===== src/rtl/alu_share_arbiter.sv =====
// Round-robin arbiter that time-shares one registered ALU datapath between two
// requesters, waits the datapath latency and returns the result tagged by requester.
module alu_share_arbiter #(
  parameter int N   = 8,
  parameter int LAT = 1
) (
  input  logic         clk,
  input  logic         rst_n,
  input  logic         req0,
  input  logic         req1,
  input  logic [N-1:0] a0,
  input  logic [N-1:0] b0,
  input  logic [N-1:0] a1,
  input  logic [N-1:0] b1,
  input  logic         c_in0,
  input  logic         c_in1,
  input  logic         sel0,
  input  logic         sel1,
  output logic         gnt0,
  output logic         gnt1,
  output logic [N-1:0] dp_a,
  output logic [N-1:0] dp_b,
  output logic         dp_c_in,
  output logic         dp_sel,
  input  logic [N-1:0] dp_q,
  output logic [N-1:0] q,
  output logic         q_valid,
  output logic         q_id,
  output logic         busy
);

  localparam logic [3:0] LAT_CNT = 4'(LAT);

  typedef enum logic [1:0] {
    S_IDLE,
    S_WAIT,
    S_DONE
  } state_t;

  state_t       r_state;
  logic [3:0]   r_cnt;
  logic         r_last;
  logic         r_gnt0;
  logic         r_gnt1;
  logic [N-1:0] r_dp_a;
  logic [N-1:0] r_dp_b;
  logic         r_dp_c_in;
  logic         r_dp_sel;
  logic [N-1:0] r_q;
  logic         r_q_valid;
  logic         r_q_id;
  logic         r_busy;

  logic         w_any;
  logic         w_win;

  assign w_any = req0 | req1;
  // Under contention the requester that did not win last time goes first.
  assign w_win = (req0 & req1) ? ~r_last : req1;

  always_ff @(posedge clk or negedge rst_n) begin
    if (!rst_n) begin
      r_state   <= S_IDLE;
      r_cnt     <= '0;
      r_last    <= 1'b1;
      r_gnt0    <= 1'b0;
      r_gnt1    <= 1'b0;
      r_dp_a    <= '0;
      r_dp_b    <= '0;
      r_dp_c_in <= 1'b0;
      r_dp_sel  <= 1'b0;
      r_q       <= '0;
      r_q_valid <= 1'b0;
      r_q_id    <= 1'b0;
      r_busy    <= 1'b0;
    end else begin
      case (r_state)
        S_IDLE: begin
          r_q_valid <= 1'b0;
          if (w_any) begin
            r_state   <= S_WAIT;
            r_cnt     <= LAT_CNT;
            r_busy    <= 1'b1;
            r_last    <= w_win;
            r_q_id    <= w_win;
            r_gnt0    <= ~w_win;
            r_gnt1    <= w_win;
            r_dp_a    <= w_win ? a1 : a0;
            r_dp_b    <= w_win ? b1 : b0;
            r_dp_c_in <= w_win ? c_in1 : c_in0;
            r_dp_sel  <= w_win ? sel1 : sel0;
          end
        end
        S_WAIT: begin
          r_gnt0 <= 1'b0;
          r_gnt1 <= 1'b0;
          r_cnt  <= r_cnt - 4'd1;
          if (r_cnt == 4'd1) begin
            r_state <= S_DONE;
          end
        end
        S_DONE: begin
          r_q       <= dp_q;
          r_q_valid <= 1'b1;
          r_busy    <= 1'b0;
          r_state   <= S_IDLE;
        end
        default: r_state <= S_IDLE;
      endcase
    end
  end

  assign gnt0    = r_gnt0;
  assign gnt1    = r_gnt1;
  assign dp_a    = r_dp_a;
  assign dp_b    = r_dp_b;
  assign dp_c_in = r_dp_c_in;
  assign dp_sel  = r_dp_sel;
  assign q       = r_q;
  assign q_valid = r_q_valid;
  assign q_id    = r_q_id;
  assign busy    = r_busy;

endmodule


===== config.mk =====
export PLATFORM = sky130hd
export DESIGN_NAME = alu_share_arbiter
export DESIGN_NICKNAME = d
export VERILOG_FILES = /design/src/rtl/alu_share_arbiter.sv
export SDC_FILE = /design/constraint.sdc
export NUM_CORES = 1
export LEC_CHECK = 0
export BUFFER_PORTS_ARGS = -buffer_cell sky130_fd_sc_hd__buf_4
export CAP_MARGIN = 20
export CORE_UTILIZATION = 30
export CTS_CLUSTER_DIAMETER = 30
export CTS_CLUSTER_SIZE = 16
export DETAILED_ROUTE_END_ITERATION = 6
export SYNTH_ARGS = -nofsm -noshare
export SYNTH_HDL_FRONTEND = slang
export SYNTH_SLANG_ARGS = --single-unit

===== constraint.sdc =====
create_clock -name clk -period 2.8 [get_ports clk]
set_clock_uncertainty 0.2 [all_clocks]
set_input_delay 0.14 -clock clk [delete_from_list [all_inputs] [get_ports clk]]
set_output_delay 0.14 -clock clk [all_outputs]
set_load 0.05 [all_outputs]

==> results.md <==
* Cell Chain, Critical Path: a21bo_1, buf_4, mux2i_1, dlygate4sd3_1, a21oi_1
* WHS Endpoint: dp_a[6]$_DFFE_PN0P_
* Peak VDD IR at roughly 0.00087 V
* Initial antenna violation count at 0
* Synth Instances at 139
* Vias at about 1500
* Final Hold Viols at 0
* Clk_lat worst skew at ~280 ps
* Crit path kind: flop to flop
* Maximum clock rate at around 0.40 GHz
* # DRC at 0
* Most Crowded Layer GR: met2
* DP Wirelength at 2.84 mm
* Final period util at 88.8%
* Hold Buf Count CTS at 34
* Worst Min Path Start: a0[6]
* Avg Inst Size Synth at around 13 um^2
* Reg-to-reg setup timing slack at 310 ps
* Cts repair resizes at 0
* CP max stage cell: dlygate4sd3_1
* GR met2 Demand/Resource at roughly a quarter
* Die footprint at 6180 um^2
* Pre-antenna DRT Iters at 6
* Design area at roughly 2900 um^2
* Fin crit period at around 2500 ps
* Largest net degree at the start of global routing at 39
* Setup TNS at 0 ps
* DP Area at between 2000 and 2500 um^2
* CTS root buffer: clkbuf_8
* Global placement routability congestion at between 0.6 and 0.7
* Tot GR Track Use at approximately 15%
* NumNets Final at 309
* Met3 Usage GRT at under 10%
* WL final at between 4 and 5 mm
* CP arrival at around 2500 ps
* Total Power at 3500 uW
* Layout cells sized above 1 at between 40 and 50%
* Total congestion overflow at 0
* Final worst setup slack at roughly 310 ps
* Worst endpoint required time at between 2000 and 3000 ps
* Slew margin rel. at approximately 48%
* M1 GR Usage at 18.9%
* Fin. max-slew vios at 0
* Worst Tran Pin Value at 782 ps
* Register area share after synthesis at 54.1%
* Clock Sinks at 38
* N_diodes at 0
* # setup viols final at 0
* Area Overhead vs Synth at 65.7%
* CP Max Fanout at 10
* Port-buffer cells at 78
* Post-Syn Area at roughly 1800 um^2
* CP Launch Type: flop
* Worst hold path depth at 3
* Antenna viol nets, final at 0
* Global-route wire length before repair at 7.16 mm
* Slowest cell delay on critical path at about 570 ps
* Wire length per cell at between 10 and 15 um
* Yosys reg bits at 38
* Leak at between 0.001 and 0.0015 uW
* Chip Height at approximately 79 um
* Pwr/cell area at approximately 1200 nW/um^2
* Ports at a little under 80
* Status: completed
* Die W at a little under 80 um
* Vias in the first global route at between 1500 and 2000
* Syn nets at about 190
* Clock Tree Buf Depth at 2
* RSZ-0062 raised after global routing: no
* Starting Density at a little under a third
* Worst hold path type: primary input to flop
* Core area at between 5000 and 6000 um^2
* CP Capture Type: flop
* Initial DRC Count at 37
* Max cap viols at 0
* Finished Core Util at 52.3%
* R2r startpoint: r_last$_DFFE_PN1P_
* Place WS at 857 ps
* Clock slew at reported path FFs at about 80 ps
* # rows at 27
* Postcts setup bufs at 0
* Num CTS Buffers at 5
* H-tree levels at 2
* Vias per inst at around 4.5
* CTS tree: yes
* Synth Warn # at 0
* Reg2Reg Capture Point: dp_sel$_DFFE_PN0P_
* Worst Reg-to-Reg Cells at 5
* Yosys cell types at 30
metrics by stage:
stage | hold slack, ps | cells
CTS | 0.413 | 327
global placement | -63.0 | 285
floorplan | -356 | 139
global route | -2.64 | 332
detailed placement | -60.2 | 285
finish | 17.1 | 332
flip-flops by register name, indices dropped and copies added, names as in the netlist:
register	cells
gnt1	1
dp_a	8
q_valid	1
q	8
dp_c_in	1
q_id	1
r_cnt	4
r_last	1
dp_b	8
dp_sel	1
r_state	2
busy	1
gnt0	1
synthesized netlist by cell type:
cell / n / area (um^2)
buf_2: 2 / 10.0
mux2_4: 12 / 180
inv_1: 6 / 22.5
buf_6: 2 / 22.5
nor4_1: 1 / 6.26
nor2_1: 3 / 11.3
a21o_1: 1 / 7.51
nand2b_1: 1 / 6.26
a21bo_1: 1 / 10.0
or2_2: 1 / 6.26
dfrtp_1: 37 / 926
and2_1: 1 / 6.26
o31ai_1: 2 / 15.0
nor3b_1: 1 / 7.51
o21ai_0: 4 / 20.0
mux2i_1: 13 / 130
a21oi_1: 25 / 125
nand2_1: 2 / 7.51
nor2b_1: 2 / 12.5
nor3_4: 1 / 16.3
buf_4: 2 / 15.0
o211a_1: 1 / 10.0
nand3b_1: 2 / 15.0
mux2_2: 8 / 90.1
clkbuf_1: 2 / 7.51
dfstp_2: 1 / 26.3
a211oi_1: 1 / 7.51
xor2_1: 1 / 8.76
o22ai_1: 1 / 6.26
ha_1: 2 / 25.0
how the worst max path moves through the flow:
stage	from	end	cells past startpoint
after global routing	r_last$_DFFE_PN1P_	dp_a[0]$_DFFE_PN0P_	5
final	r_last$_DFFE_PN1P_	dp_sel$_DFFE_PN0P_	5
after global placement	r_last$_DFFE_PN1P_	dp_sel$_DFFE_PN0P_	4
after CTS	r_last$_DFFE_PN1P_	dp_sel$_DFFE_PN0P_	5
after floorplan	r_last$_DFFE_PN1P_	dp_a[6]$_DFFE_PN0P_	4
after detailed placement	r_last$_DFFE_PN1P_	q_id$_DFFE_PN0P_	4
cell families after synthesis:
group	Yosys count	synth area share, %
DFF	38	54.1
adders and majority gates	2	1.42
xor gates and xnor gates	1	0.498
buffers and inverters	14	4.41
and+or+nand+nor	15	5.40
muxes	33	22.7
AOI/OAI and AO/OA	36	11.4
per-layer routing:
metal / up-vias / share of wire (%)
li1: 731 / -
met5: - / 0
met3: 2 / 7.3
met2: 64 / 47
met4: 0 / 0.26
met1: 712 / 46
placed cells by master (no fill, tap or decap), types with 2 or more instances in the layout:
| cell type | netlist | layout |
|---|---|---|
| buf_4 | 2 | 82 |
| dlygate4sd3_1 | 0 | 39 |
| dfrtp_1 | 37 | 37 |
| a21oi_1 | 25 | 25 |
| mux2i_1 | 13 | 13 |
| mux2_4 | 12 | 12 |
| mux2_2 | 8 | 8 |
| inv_1 | 6 | 6 |
| clkbuf_8 | 0 | 6 |
| o21ai_0 | 4 | 4 |
| nor2_1 | 3 | 3 |
| nor2b_1 | 2 | 2 |
| o31ai_1 | 2 | 2 |
| nand3b_1 | 2 | 2 |
| nand2_1 | 2 | 2 |
| ha_1 | 2 | 2 |
critical path, delay by kind of cell (launching register included):
family,cells,cell delay (ps)
flip-flops,1,530
multiplexers,1,220
buffers and inverters,2,890
AO/OA/AOI/OAI,2,530
layout make-up:
cell class	instances	area, um^2
Clock buffer	7	86.3
Clock inverter	1	30.0
Fill cell	505	2660
Inverter	6	22.5
Multi-Input combinational cell	87	731
Sequential cell	38	952
Tap cell	72	90.1
Timing Repair Buffer	121	1010
report_power, final:
| group | leakage (uW) | internal [uW] | switching (uW) |
|---|---|---|---|
| Combinational | 0.000924 | 751 | 1270 |
| Sequential | 0.000445 | 825 | 174 |
| Clock | 0.0000585 | 290 | 181 |
| Total | 0.00143 | 1870 | 1630 |
No activity file was read; power rests on OpenSTA's default activity.
